$ cat src/rtl/ctrl_pkg.sv
// Shared constants for the multicycle control unit: opcode fields, FSM state codes, mux select codes.
// Latency: n/a (definitions only).
// Backpressure: n/a (definitions only).
package ctrl_pkg;

    // opcode[6:2] values of the supported instruction groups
    localparam logic [4:0] OPC_LUI    = 5'b01101;
    localparam logic [4:0] OPC_AUIPC  = 5'b00101;
    localparam logic [4:0] OPC_JAL    = 5'b11011;
    localparam logic [4:0] OPC_JALR   = 5'b11001;
    localparam logic [4:0] OPC_BRANCH = 5'b11000;
    localparam logic [4:0] OPC_LOAD   = 5'b00000;
    localparam logic [4:0] OPC_OPIMM  = 5'b00100;
    localparam logic [4:0] OPC_STORE  = 5'b01000;
    localparam logic [4:0] OPC_OP     = 5'b01100;

    // FETCH is code 0 so the reset-time state output reads as all zeros
    typedef enum logic [2:0] {
        ST_FETCH  = 3'd0,
        ST_DECODE = 3'd1,
        ST_EXEC   = 3'd2,
        ST_MEM    = 3'd3,
        ST_WB     = 3'd4,
        ST_HALT   = 3'd5
    } state_t;

    // instruction class latched at DECODE; CLS_NONE doubles as "illegal"
    typedef enum logic [3:0] {
        CLS_NONE   = 4'd0,
        CLS_LUI    = 4'd1,
        CLS_AUIPC  = 4'd2,
        CLS_JAL    = 4'd3,
        CLS_JALR   = 4'd4,
        CLS_BRANCH = 4'd5,
        CLS_LOAD   = 4'd6,
        CLS_OPIMM  = 4'd7,
        CLS_STORE  = 4'd8,
        CLS_OP     = 4'd9
    } opclass_t;

    // next-PC source
    localparam logic [1:0] PC_PLUS4 = 2'd0;
    localparam logic [1:0] PC_IMM   = 2'd1;
    localparam logic [1:0] PC_JALR  = 2'd2;

    // ALU operand sources
    localparam logic [1:0] ALU_A_RS1  = 2'd0;
    localparam logic [1:0] ALU_A_PC   = 2'd1;
    localparam logic [1:0] ALU_A_ZERO = 2'd2;
    localparam logic       ALU_B_RS2  = 1'b0;
    localparam logic       ALU_B_IMM  = 1'b1;

    // register write-back source
    localparam logic [1:0] WB_ALU = 2'd0;
    localparam logic [1:0] WB_MEM = 2'd1;
    localparam logic [1:0] WB_PC4 = 2'd2;

endpackage

$ cat src/rtl/ctrl_opclass.sv
// Maps a 7-bit opcode to an instruction class and a legal flag.
// Latency: purely combinational, zero cycles.
// Backpressure: none; output follows opcode directly.
module ctrl_opclass
    import ctrl_pkg::*;
(
    input  logic [6:0] opcode,
    output opclass_t   opclass,
    output logic       legal
);

    // anything without the 32-bit encoding marker or with an unknown major opcode is CLS_NONE
    always_comb begin
        opclass = CLS_NONE;
        if (opcode[1:0] == 2'b11) begin
            case (opcode[6:2])
                OPC_LUI:    opclass = CLS_LUI;
                OPC_AUIPC:  opclass = CLS_AUIPC;
                OPC_JAL:    opclass = CLS_JAL;
                OPC_JALR:   opclass = CLS_JALR;
                OPC_BRANCH: opclass = CLS_BRANCH;
                OPC_LOAD:   opclass = CLS_LOAD;
                OPC_OPIMM:  opclass = CLS_OPIMM;
                OPC_STORE:  opclass = CLS_STORE;
                OPC_OP:     opclass = CLS_OP;
                default:    opclass = CLS_NONE;
            endcase
        end
    end

    assign legal = (opclass != CLS_NONE);

endmodule

$ cat src/rtl/multicycle_ctrl.sv
// Multicycle FSM controller (FETCH/DECODE/EXEC/MEM/WB/HALT); CTRL_PERF_CNT_EN adds cycle/instret counters.
// Latency: branch 3, load 5, everything else 4 cycles at zero wait-states.
// Backpressure: FETCH holds on im_ready low, MEM holds on dm_ready low; requests stay asserted while held.
module multicycle_ctrl
    import ctrl_pkg::*;
(
    input  logic        clk,
    input  logic        rst,
    input  logic [6:0]  opcode,
    input  logic        br_taken,
    input  logic        im_ready,
    input  logic        dm_ready,
    output logic        im_req,
    output logic        ir_write,
    output logic        dm_req,
    output logic        dm_we,
    output logic        rf_we,
    output logic        pc_write,
    output logic [1:0]  pc_sel,
    output logic [1:0]  alu_src_a,
    output logic        alu_src_b,
    output logic [1:0]  wb_sel,
    output logic        illegal,
    output logic [2:0]  state
`ifdef CTRL_PERF_CNT_EN
    ,
    output logic [31:0] cycle_cnt,
    output logic [31:0] instret_cnt
`endif
);

    state_t   state_q;
    state_t   state_d;
    opclass_t cls_q;
    opclass_t dec_cls;
    logic     dec_legal;

    ctrl_opclass u_opclass (
        .opcode  (opcode),
        .opclass (dec_cls),
        .legal   (dec_legal)
    );

    // state register; class is captured on the single DECODE cycle and cleared by reset
    always_ff @(posedge clk) begin
        if (rst) begin
            state_q <= ST_FETCH;
            cls_q   <= CLS_NONE;
        end else begin
            state_q <= state_d;
            if (state_q == ST_DECODE) begin
                cls_q <= dec_cls;
            end
        end
    end

    // next-state: ready inputs only matter in their own wait state
    always_comb begin
        state_d = state_q;
        case (state_q)
            ST_FETCH:  state_d = im_ready ? ST_DECODE : ST_FETCH;
            ST_DECODE: state_d = dec_legal ? ST_EXEC : ST_HALT;
            ST_EXEC: begin
                if (cls_q == CLS_BRANCH) begin
                    state_d = ST_FETCH;
                end else if (cls_q == CLS_LOAD || cls_q == CLS_STORE) begin
                    state_d = ST_MEM;
                end else begin
                    state_d = ST_WB;
                end
            end
            ST_MEM: begin
                if (dm_ready) begin
                    state_d = (cls_q == CLS_LOAD) ? ST_WB : ST_FETCH;
                end
            end
            ST_WB:     state_d = ST_FETCH;
            ST_HALT:   state_d = ST_HALT;
            default:   state_d = ST_FETCH;
        endcase
    end

    // output decode; everything forced low while rst is high so an abandoned instruction never retires
    always_comb begin
        im_req    = 1'b0;
        ir_write  = 1'b0;
        dm_req    = 1'b0;
        dm_we     = 1'b0;
        rf_we     = 1'b0;
        pc_write  = 1'b0;
        pc_sel    = PC_PLUS4;
        alu_src_a = ALU_A_RS1;
        alu_src_b = ALU_B_RS2;
        wb_sel    = WB_ALU;
        illegal   = 1'b0;
        if (!rst) begin
            // operand selects stay valid through MEM/WB so the address and result stay stable
            if (state_q == ST_EXEC || state_q == ST_MEM || state_q == ST_WB) begin
                case (cls_q)
                    CLS_OPIMM, CLS_LOAD, CLS_STORE, CLS_JALR: alu_src_b = ALU_B_IMM;
                    CLS_AUIPC: begin
                        alu_src_a = ALU_A_PC;
                        alu_src_b = ALU_B_IMM;
                    end
                    CLS_LUI: begin
                        alu_src_a = ALU_A_ZERO;
                        alu_src_b = ALU_B_IMM;
                    end
                    default: ;
                endcase
            end
            case (state_q)
                ST_FETCH: begin
                    im_req   = 1'b1;
                    ir_write = im_ready;
                end
                ST_EXEC: begin
                    if (cls_q == CLS_BRANCH) begin
                        pc_write = 1'b1;
                        pc_sel   = br_taken ? PC_IMM : PC_PLUS4;
                    end
                end
                ST_MEM: begin
                    dm_req = 1'b1;
                    dm_we  = (cls_q == CLS_STORE);
                    // a store retires on the cycle its memory access completes
                    if (dm_ready && cls_q == CLS_STORE) begin
                        pc_write = 1'b1;
                    end
                end
                ST_WB: begin
                    rf_we    = 1'b1;
                    pc_write = 1'b1;
                    if (cls_q == CLS_LOAD) begin
                        wb_sel = WB_MEM;
                    end else if (cls_q == CLS_JAL || cls_q == CLS_JALR) begin
                        wb_sel = WB_PC4;
                    end
                    if (cls_q == CLS_JAL) begin
                        pc_sel = PC_IMM;
                    end else if (cls_q == CLS_JALR) begin
                        pc_sel = PC_JALR;
                    end
                end
                ST_HALT: illegal = 1'b1;
                default: ;
            endcase
        end
    end

    assign state = rst ? ST_FETCH : state_q;

`ifdef CTRL_PERF_CNT_EN
    // free-running performance counters; HALT cycles are not counted, wrap is natural
    always_ff @(posedge clk) begin
        if (rst) begin
            cycle_cnt   <= 32'd0;
            instret_cnt <= 32'd0;
        end else begin
            if (state_q != ST_HALT) begin
                cycle_cnt <= cycle_cnt + 32'd1;
            end
            if (pc_write) begin
                instret_cnt <= instret_cnt + 32'd1;
            end
        end
    end
`endif

endmodule

$ cat config.mk
export PLATFORM = sky130hd
export DESIGN_NAME = multicycle_ctrl
export DESIGN_NICKNAME = d
export VERILOG_FILES = /design/src/rtl/ctrl_pkg.sv /design/src/rtl/ctrl_opclass.sv /design/src/rtl/multicycle_ctrl.sv
export SDC_FILE = /design/constraint.sdc
export NUM_CORES = 1
export LEC_CHECK = 0
export BUFFER_PORTS_ARGS = -buffer_cell sky130_fd_sc_hd__buf_2
export CAP_MARGIN = 20
export CORE_MARGIN = 3
export CORE_UTILIZATION = 45
export DETAILED_ROUTE_END_ITERATION = 7
export GPL_ROUTABILITY_DRIVEN = 0
export PLACE_DENSITY = 0.82
export SLEW_MARGIN = 10
export SYNTH_ARGS = -nofsm -noshare
export SYNTH_HDL_FRONTEND = slang
export SYNTH_HIERARCHICAL = 1
export SYNTH_SLANG_ARGS = --single-unit
$ cat constraint.sdc
create_clock -name clk -period 1.5 [get_ports clk]
set_input_delay 0.15 -clock clk [delete_from_list [all_inputs] [get_ports clk]]
set_output_delay 0.15 -clock clk [all_outputs]
set_load 0.02 [all_outputs]
# After elaboration in Yosys (flattened, before gate mapping)
# Memory sizes are Yosys's and may differ from the RTL's.
# Cells that the tools add are included.
# word_totals
wordCells	67
mem_count	1
register_bits	7
inputBits	12
mem_bits_ro	128
output_inout_bits	17
# mem_list
name	words	word_bits	read_ports	rd_ports_with_merged_regs	wr	line	text
(name not given)	32	4	1	0	0	ctrl_opclass.sv:16	case (opcode[6:2])
# classes
n_eq_ne	15
mux	41
n_reduce_logical	8
# ops
cell	count
$mux 1	21
$mux 2	9
$mux 3	6
$eq 4x3->1 const B	4
$pmux 3 s5	1
$eq 4x2->1 const B	2
$pmux 2 s2	2
$eq 3x2->1 const B	2
$eq 3x3->1 const B	2
$reduce_or 6->1	1
$eq 4x1->1 const B	1
$eq 4x4->1 const B	1
$logic_or 1x1->1	4
$mux 4	1
$reduce_bool 4->1	1
$eq 3x1->1 const B	1
$logic_not 3->1	1
$pmux 1 s3	1
$eq 2x2->1 const B	1
$ne 2x2->1 const B	1
$logic_and 1x1->1	1

# Longest topological paths before layout
# Gate-level depths: netlist of run 1.
# depth
ltp_word	6
mapped_depth	8
depth_no_buf	8

# Modules after synthesis
# The synthesis of run 1 kept the hierarchy.
# by_module_without_submodules
module	area_each_um2	seq_area_each_um2	n_inst	cells_each
multicycle_ctrl	684.4	140.1	1	92
ctrl_opclass	187.7	0.0	1	29

# Least setup slack after synthesis of run 1
# OpenSTA, ideal clock, no wires.
# synth_path
path_kind	register to output
start	reg state_q[2]
end	out ir_write
arrival_time_ns	1.629
path_slack_ns	-0.279
n_path_buf	1
required_ns	1.350
path_stages_with_launch	4
cell_sequence	dfxtp_1 clkbuf_1 nor4_1 and2_1
# synth_between
elab_chain_cells	3
# synth_rtl
item	line	text
start, declared	multicycle_ctrl.sv:32	state_t state_q;
start signal, assigned	multicycle_ctrl.sv:50	state_q <= state_d;
$logic_not 3->1	multicycle_ctrl.sv:112	case (state_q)
$mux 1	multicycle_ctrl.sv:112	
$mux 1	multicycle_ctrl.sv:96	if (!rst) begin
end, declared	multicycle_ctrl.sv:14	output logic ir_write,
# Every way passes these cells.

# Worst setup path in the final report of run 1
# layout_path
start	reg state_q[1]
end	out wb_sel[0]
# layout_between
elab_chain_cells	3
# layout_rtl
item	line	text
$eq 3x3->1	multicycle_ctrl.sv:112	
$mux 2	multicycle_ctrl.sv:112	
$mux 2	multicycle_ctrl.sv:96	
end, declared	multicycle_ctrl.sv:22	output logic [1:0] wb_sel,
# Every way passes these cells.

==> results.txt, run 1 <==
FILL cells: 88
max-cap violations: 0
width of the chip: 50.0 microns
failing checks: setup timing
initial drt markers: 19
Synth cell types: 49
post-DP HPWL: 1930 microns
routed len/inst: 17.7 microns
PortBufs: 28
Clock Path Buffers: 2
DRC violations left: 0
pin count of the biggest net entering global routing: 17
hold_sp: dm_ready
Clk network pwr share: 25.7%
reg2reg start: state_q[0]$_SDFFE_PP0P_
Storage cell area: 144 sq um
Worst-Margin Slew: 0.508 ns
achievable frequency: 0.529 GHz
Worst EP arrival: 1.74 ns
TritonCTS clock tree: yes
worst-path fanout max: 3
total congestion overflow: 0
Pre-antenna DRT Iters: 4
area of the multi-input gates: 850 sq um
sequential-to-total area share from yosys stat: 16.1%
worst r2r dst: state_q[0]$_SDFFE_PP0P_
n_diodes: 0
Starting Density: 48.9%
maximum VDD drop: 357 uV
Post-Synthesis Cells: 121
Max Slew Vio Count: 0
pwr dens: 445 nW/um^2
Tot GR Track Use: 21.8%
number of global-route vias before repair: 1010
Sequential Power Share: 29.1%
CTS root buf: clkbuf_4
Post-Syn Area: 872 sq um
Final Hold Vio Count: 0
period utilisation layout: 126%
Post-synth EDFFs: 0
NetSw: 0.238 mW
Final ANT Viol Nets: 0
Yosys warnings: 6
first-pass GRT wire length: 4280 microns
asr flop ratio synth: 0%
Comb power frac: 45.2%
startpoint types: flop
fin area: 1530 sq um
final design utilization: 86.0%
H-tree Lvls: 1
P_int: 0.444 mW
top_reg_cell synth: dfxtp_1
worst min path class: in2reg
Post-Route WL: 3530 microns
WP data required: 1.35 ns
P_leak: 0.641 nW
clock sinks: 7
switching share of total power: 34.9%
Reg clk slew, reported paths: 0.05 ns
die span in y: 50.0 microns
worst skew pair latency: 0.26 ns
Post-Syn Nets: 135
minimum clock period: 1.89 ns
initial antenna violation count: 0
final setup fails: 15
via count: 1184
nets: 189
CP Capture Type: output port
Top-Level Pins: 29
FF-to-FF path depth: 6
Yosys reg bits: 7
layout cells sized above 1: 52.3%
TritonCTS buffer count: 3
WHS Path Cells: 4
Post-CTS Hold Fix Bufs: 0
R2R Setup Slk: -0.11 ns
outcome: finished, violations left
Max Clock Skew: 0.000207 ns
average size of a mapped cell: 7.21 sq um
Worst Hold Path EP: state_q[1]$_SDFFE_PP0P_
RSZ-0062 raised after global routing: yes
Relative slew margins: 66.1%
row cnt: 15
die area: 2500 sq um
Worst Slack Setup Final: -0.389 ns
kind of critical path: reg2out
via density per instance: 5.95
P&R area growth vs syn: 75.8%
core area: 1780 sq um
Cell Area, Placed: 1190 sq um
Pwr Total: 0.682 mW
-- per-stage QoR --
stage               setup slack (ns)  instances  setup TNS (ns)  hold slack [ns]
floorplan                     -0.184        121          -0.507            0.382
global placement              -0.152        182          -0.581            0.519
detailed placement            -0.259        182          -0.817            0.526
CTS                           -0.362        188           -2.63            0.268
global route                  -0.465        199           -4.15            0.298
finish                        -0.389        199           -3.51            0.266
-- worst max-delay path by stage --
| stage | start | endpoint | slack [ns] | depth (start not counted) |
|---|---|---|---|---|
| floorplan | state_q[0]$_SDFFE_PP0P_ | wb_sel[0] | -0.18 | 3 |
| global placement | opcode[2] | state_q[2]$_SDFFE_PP0P_ | -0.15 | 9 |
| detailed placement | opcode[3] | state_q[2]$_SDFFE_PP0P_ | -0.26 | 9 |
| CTS | state_q[1]$_SDFFE_PP0P_ | pc_sel[1] | -0.36 | 4 |
| global route | state_q[1]$_SDFFE_PP0P_ | wb_sel[0] | -0.46 | 4 |
| finish | state_q[1]$_SDFFE_PP0P_ | wb_sel[0] | -0.39 | 4 |
-- flip-flops by register name (all words and copies together), names as in the netlist --
signal	cells
cls_q	4
state_q	3
-- cell type report --
class	count	area share [%]
multi-input combinational	97	55.4
sequential	7	9.39
inverter	7	1.96
clock buffer	4	1.71
tap	25	2.04
timing repair buffer	59	29.5
-- metal layers --
metal | part of all wire [%] | global-route usage, % | wire [microns] | up-vias
li1 | - | - | - | 546
met1 | 35 | 22.2 | 1250 | 557
met2 | 53 | 41.5 | 1880 | 60
met3 | 5.5 | 3.93 | 195 | 21
met4 | 5.6 | 10.1 | 196 | 0
met5 | 0 | 0 | 0 | -
-- logic make-up (layout without fill, tap and decap cells) --
| family | count (synthesis) | count (layout) | share of synthesized area, % |
|---|---|---|---|
| AOI/OAI and AO/OA | 34 | 34 | 26.5 |
| xor gates and xnor gates | 2 | 2 | 2.01 |
| adders and majority gates | 2 | 2 | 2.87 |
| buffers and inverters | 17 | 70 | 8.46 |
| DFF | 7 | 7 | 16.1 |
| and+or+nand+nor | 59 | 59 | 44.0 |
-- Yosys cell counts, types with 3 or more instances --
| cell type | n | area share, % |
|---|---|---|
| nand2b_1 | 3 | 2.2 |
| a31oi_1 | 4 | 2.9 |
| nor2b_1 | 8 | 5.7 |
| clkbuf_1 | 7 | 3.0 |
| dfxtp_1 | 7 | 16 |
| a21oi_1 | 8 | 4.6 |
| nor2_1 | 7 | 3.0 |
| nor4_1 | 3 | 2.2 |
| and3b_1 | 3 | 3.0 |
| nor3_1 | 3 | 1.7 |
| nand3b_1 | 3 | 2.6 |
| inv_1 | 7 | 3.0 |
| nand2_1 | 8 | 3.4 |
| nor3b_1 | 5 | 4.3 |
| o21a_1 | 3 | 2.6 |
| o21ai_0 | 5 | 2.9 |
-- worst max-delay path: stages (launching register included) --
cell and delay (ns):
dfxtp_2 0.31, or4b_4 0.53, or3_4 0.35, nor2_1 0.13, buf_4 0.15
-- power groups by stage --
stage	sequential [mW]	clock (mW)	combinational [mW]
finish	0.198	0.175	0.308
global placement	0.199	0	0.190
detailed placement	0.199	0	0.201
floorplan	0.202	0	0.126
CTS	0.196	0.175	0.217
global route	0.198	0.182	0.324
-- layout by cell type, fill, tap and decap left out, types with 3 or more instances in the layout --
cell type,count
buf_4,31
buf_2,16
buf_6,11
nand2_1,8
a21oi_1,8
nor2_1,7
nor2b_1,6
inv_1,5
o21ai_0,5
a31oi_1,4
dfxtp_1,4
nand3b_1,3
o21a_1,3
and3b_1,3
nor3b_1,3
clkbuf_4,3
dfxtp_2,3
-- timing repair --
| action | 4_1_cts | 5_1_grt |
|---|---|---|
| endpoints found under the setup margin | 12 | 14 |
| pin swaps | 4 | 9 |
| setup buffers | 2 | 12 |
| gates cloned | 0 | 0 |
| resized for setup | 20 | 32 |
Note: power is estimated with default switching activity, not from simulation.
==> inputs of run 2 (changes only) <==
ABC_AREA = 1   (was unset)
CORE_UTILIZATION = 43   (was 45)
PLACE_DENSITY = 0.81   (was 0.82)
==> run 2 against run 1 <==
  * The run now ends clean
  * Critical path type unchanged
  * Utilization is 17 points lower
  * Critical path depth up 4
  * Critical endpoint is now alu_src_a[0]
  * Register-to-register slack improved by 0.49 ns
  * Global-route usage decreased by 4.1 points
  * Cell count increased by 3.0%
  * Synthesized area fell by 12%
==> results.txt, run 2 <==
commonest cells after routing, fill and taps aside: nand2_1, buf_2, nor2_1, inv_1, nand3_1
Top-Level Pins: 29
Comb power frac: 44.0%
most common cell after layout, fill and taps aside: nand2_1
layout cells sized above 1: 41.4%
pin count of the biggest net entering global routing: 12
top cells by area, synth: nand2_1, dfxtp_1, nor2_1, inv_1, nand3_1
final design utilization: 69.2%
initial antenna violation count: 0
width of the chip: 48.3 microns
die span in y: 48.3 microns
Worst EP arrival: 1.34 ns
Post-Syn Nets: 158
Largest Register: cls_q
Min Hold Slack: 0.220 ns
DRC violations left: 0
Setup TNS Final: 0 ns
period utilisation layout: 99.2%
core area: 1590 sq um
startpoint types: flop
CTS root buf: clkbuf_4
top layer in use: met4
NetSw: 0.315 mW
Post-Route WL: 2160 microns
routed len/inst: 10.5 microns
top cell type's share of synthesized area: 19.5%
metal2 WL: 1140 microns
Worst-Margin Slew: 0.249 ns
post-DP HPWL: 1690 microns
Pre-antenna DRT Iters: 4
Final ANT Viol Nets: 0
PortBufs: 28
die area: 2340 sq um
Clk network pwr share: 23.0%
minimum clock period: 1.49 ns
maximum VDD drop: 463 uV
Yosys reg bits: 7
Final Hold Vio Count: 0
Yosys warnings: 6
outcome: finished clean
synth cell count leaders: nand2_1, nor2_1, inv_1
most frequent cell after synthesis: nand2_1
total congestion overflow: 0
WP data required: 1.35 ns
clock sinks: 7
nets: 196
CP Cell Sequence: inv_4, buf_12, nor2_4, nand2_4, inv_4, a21oi_4, nor3_2, buf_4
TritonCTS buffer count: 3
max reg flops: 4
kind of critical path: reg2out
n_diodes: 0
max incr delay on CP: 0.35 ns
Post-Syn Area: 771 sq um
Tot GR Track Use: 17.6%
H-tree Lvls: 1
first-pass GRT wire length: 3240 microns
Pwr Total: 0.753 mW
Regs by FF count: cls_q (4), state_q (3)
Post-synth EDFFs: 0
Starting Density: 48.4%
hold_sp: dm_ready
Relative slew margins: 83.3%
reg2reg start: state_q[0]$_SDFFE_PP0P_
average size of a mapped cell: 5.35 sq um
achievable frequency: 0.672 GHz
top_reg_cell synth: dfxtp_1
Worst Path Buf+Inv: 4
Synth cell types: 19
CP Capture Type: output port
worst min path class: in2reg
P_int: 0.438 mW
TritonCTS clock tree: yes
initial drt markers: 24
RSZ-0062 raised after global routing: yes
pwr dens: 682 nW/um^2
worst-path fanout max: 5
row cnt: 14
Max Slew Vio Count: 0
Post-CTS Hold Fix Bufs: 0
via count: 995
max-cap violations: 0
P_leak: 0.592 nW
slowest CP cell: dfxtp_2
Max Clock Skew: 0.00294 ns
number of global-route vias before repair: 837
worst skew pair latency: 0.26 ns
crit path from: state_q[2]$_SDFFE_PP0P_
met1 WL: 843 microns
via density per instance: 4.85
asr flop ratio synth: 0%
Clock Path Buffers: 2
sequential-to-total area share from yosys stat: 18.2%
Top delay family on crit path: buffers and inverters
post-synth top area cell: nand2_1
CP dominant cell by count: inv_4
switching share of total power: 41.8%
P&R area growth vs syn: 43.2%
final setup fails: 0
Sequential Power Share: 33.0%
FILL cells: 155
Post-Synthesis Cells: 144
Reg clk slew, reported paths: 0.05 ns
WL met3: 91 microns
==> run 2: cell count changes after synthesis, moves of 7 or more <==
cell      delta
clkbuf_1     -7
inv_1       +13
nand2_1     +32
nand3_1      +8
nor2_1      +22
nor2b_1      -8
==> run 2: final timing paths <==
check                           cells past startpoint  slack, ns                      end
worst max-delay path                                8       0.01             alu_src_a[0]
worst min-delay path                                4       0.22  state_q[0]$_SDFFE_PP0P_
worst max register to register                      5       0.38    cls_q[2]$_SDFFE_PP0N_
worst min register to register                      2       0.52    cls_q[3]$_SDFFE_PP0N_
==> run 2: power by group through the flow <==
| stage | registers, mW | clock network, mW | logic (mW) |
|---|---|---|---|
| final | 0.249 | 0.173 | 0.331 |
| after global routing | 0.252 | 0.188 | 0.370 |
| after CTS | 0.240 | 0.176 | 0.288 |
| after detailed placement | 0.237 | 0 | 0.282 |
| after global placement | 0.235 | 0 | 0.271 |
| after floorplan | 0.234 | 0 | 0.207 |
==> run 2: final cells by class <==
| cell class | count | area [sq um] | share of cell area [%] |
|---|---|---|---|
| multi-input cells | 111 | 579 | 52.5 |
| repair buffers | 34 | 208 | 18.8 |
| flip-flops and latches | 7 | 161 | 14.6 |
| inverters | 25 | 98.8 | 8.96 |
| well taps | 24 | 30.0 | 2.72 |
| clock buffers | 4 | 26.3 | 2.38 |
==> run 2: logic make-up (layout without fill, tap and decap cells) <==
group / after synthesis / after routing / share of synthesized area [%]
adder cells (fa/ha/maj): 2 / 2 / 3.25
AO/OA/AOI/OAI: 17 / 17 / 12.7
buffers and inverters: 26 / 63 / 13.1
flip-flops: 7 / 7 / 18.2
AND/OR/NAND/NOR: 92 / 92 / 52.8
==> run 2: what timing repair did <==
item	CTS	global route
setup endpoints to repair	5	7
gates resized for setup	12	24
cloned	0	0
pin swaps	0	3
endpoints found under the hold margin	0	0
setup buffers	0	5
==> run 2: stage by stage <==
stage	setup slack, ns	std cells	instance area [sq um]
after global routing	-0.0665	205	1100
final	0.0119	205	1100
after CTS	0.00180	200	990
after global placement	0.0534	196	941
after detailed placement	-0.0569	196	941
after floorplan	0.117	144	771
==> run 2: layer usage <==
layer | vias up | global-route usage [%]
li1 | 519 | -
met1 | 439 | 16.3
met2 | 29 | 33.3
met3 | 8 | 3.37
met4 | 0 | 14.2
met5 | - | 0
==> run 2: worst register-to-register path, stage by stage (launching register included) <==
cell     delay [ns]
dfxtp_4        0.38
inv_2          0.05
nor2_2         0.16
nand2_1        0.18
o21ai_0        0.20
a21oi_1        0.05
==> inputs of run 3 (changes only) <==
CORE_UTILIZATION = 51   (was 43)
PLACE_DENSITY = 0.89   (was 0.81)
SLEW_MARGIN = unset   (was 10)
clock period = 1.8 ns   (was 1.5 ns; I/O delays follow)
==> run 3 against run 2 <==
  * Clock skew is 0.0019 ns lower
  * Sequential share of layout area is 0.11 points higher
  * Utilization is 0.37 points higher
  * Critical endpoint is now pc_write
==> results.txt, run 3 (same netlist as run 2, synthesis figures left out) <==
outcome: finished clean
minimum clock period: 1.60 ns
final setup fails: 0
NetSw: 0.227 mW
max reg flops: 4
Worst Path Buf+Inv: 2
Tot GR Track Use: 18.4%
Pre-antenna DRT Iters: 4
Worst-Margin Slew: 0.231 ns
layout cells sized above 1: 28.6%
number of global-route vias before repair: 740
H-tree Lvls: 1
initial drt markers: 36
Final Hold Vio Count: 0
period utilisation layout: 88.7%
fin area: 951 sq um
Largest Register: cls_q
CP dominant cell by count: nor2_1
achievable frequency: 0.626 GHz
die area: 2010 sq um
pin count of the biggest net entering global routing: 12
FILL cells: 146
TritonCTS clock tree: yes
P_int: 0.332 mW
worst skew pair latency: 0.25 ns
P&R area growth vs syn: 23.4%
max incr delay on CP: 0.42 ns
TritonCTS buffer count: 3
maximum VDD drop: 472 uV
core area: 1370 sq um
clock sinks: 7
Post-CTS Hold Fix Bufs: 0
Sequential Power Share: 35.1%
Final ANT Viol Nets: 0
post-DP HPWL: 1490 microns
Clk network pwr share: 24.6%
Relative slew margins: 84.5%
via density per instance: 4.91
Max Slew Vio Count: 0
postcts setup bufs: 0
kind of critical path: reg2out
Starting Density: 56.4%
DRC violations left: 0
slowest CP cell: dfxtp_1
max-cap violations: 0
startpoint types: flop
worst-path fanout max: 6
RSZ-0062 raised after global routing: no
Post-Route WL: 1690 microns
nets: 190
P_leak: 0.541 nW
Top delay family on crit path: simple AND/OR/NAND/NOR gates
Reg clk slew, reported paths: 0.05 ns
Regs by FF count: cls_q (4), state_q (3)
Top-Level Pins: 29
worst min path class: in2reg
Setup TNS Final: 0 ns
PortBufs: 28
pwr dens: 589 nW/um^2
via count: 932
Clock Path Buffers: 2
most common cell after layout, fill and taps aside: nand2_1
first-pass GRT wire length: 2860 microns
Worst EP arrival: 1.42 ns
n_diodes: 0
Cell Area, Placed: 922 sq um
CP Cell Sequence: nand2_1, nor2_1, inv_1, nor2_1, nor2_1, nor2_1, buf_2
width of the chip: 44.9 microns
row cnt: 13
routed len/inst: 8.89 microns
CTS root buf: clkbuf_4
switching share of total power: 40.6%
Max Clock Skew: 0.00105 ns
die span in y: 44.9 microns
commonest cells after routing, fill and taps aside: nand2_1, nor2_1, buf_2, inv_1, nand3_1
Comb power frac: 40.3%
initial antenna violation count: 0
CP Capture Type: output port
WP data required: 1.62 ns
total congestion overflow: 0
run 3: cell count changes in the layout (fill, tap and decap cells not counted), sizes merged:
cell,before,now
buf,34,28
run 3: what timing repair did:
item                                   4_1_cts  5_1_grt
resized for setup                            0        1
endpoints found under the hold margin        0        0
setup endpoints to repair                    0        1
run 3: worst paths after layout:
| path | startpoint | endpoint | slack [ns] | depth (start not counted) |
|---|---|---|---|---|
| hold / removal | dm_ready | state_q[2]$_SDFFE_PP0P_ | 0.25 | 3 |
| setup / recovery | state_q[1]$_SDFFE_PP0P_ | pc_write | 0.20 | 7 |
| setup reg to reg | state_q[0]$_SDFFE_PP0P_ | cls_q[2]$_SDFFE_PP0N_ | 0.63 | 5 |
| hold reg to reg | cls_q[0]$_SDFFE_PP0N_ | cls_q[0]$_SDFFE_PP0N_ | 0.53 | 2 |
run 3: area by class of cell:
class                      count  area [sq um]  area share [%]
sequential                     7           140            14.7
timing repair buffer          28           140            14.7
tap                           15          18.8            1.97
inverter                      25          93.8            9.87
multi-input combinational    111           532            55.9
clock buffer                   4          26.3            2.76
run 3: worst min-delay path, stage by stage:
cell	delay, ns
buf_2	0.10
o21ai_1	0.07
nor2_1	0.10
run 3: power by group through the flow:
stage                     combinational (mW)  sequential, mW  clock, mW
after floorplan                        0.172           0.195          0
after global placement                 0.219           0.198          0
after detailed placement               0.226           0.199          0
after CTS                              0.227           0.196      0.142
after global routing                   0.259           0.199      0.154
final                                  0.226           0.196      0.138
run 3: metrics by stage:
stage          setup WS (ns)  hold WS, ns  util [%]  total power [mW]  cells
2_1_floorplan          0.387        0.343         -             0.368    144
3_3_place_gp           0.323        0.502      67.5             0.417    186
3_5_place_dp           0.239        0.500      67.5             0.425    186
4_1_cts                0.155        0.241      69.4             0.564    190
5_1_grt               0.0360        0.249      69.6             0.612    190
6_report               0.204        0.246      69.6             0.560    190
run 3: metal layers:
metal	track usage [%]	share of wire, %
met2	32.4	48
met4	7.02	1.7
met1	23.2	44
met3	1.20	6.3
met5	0	0
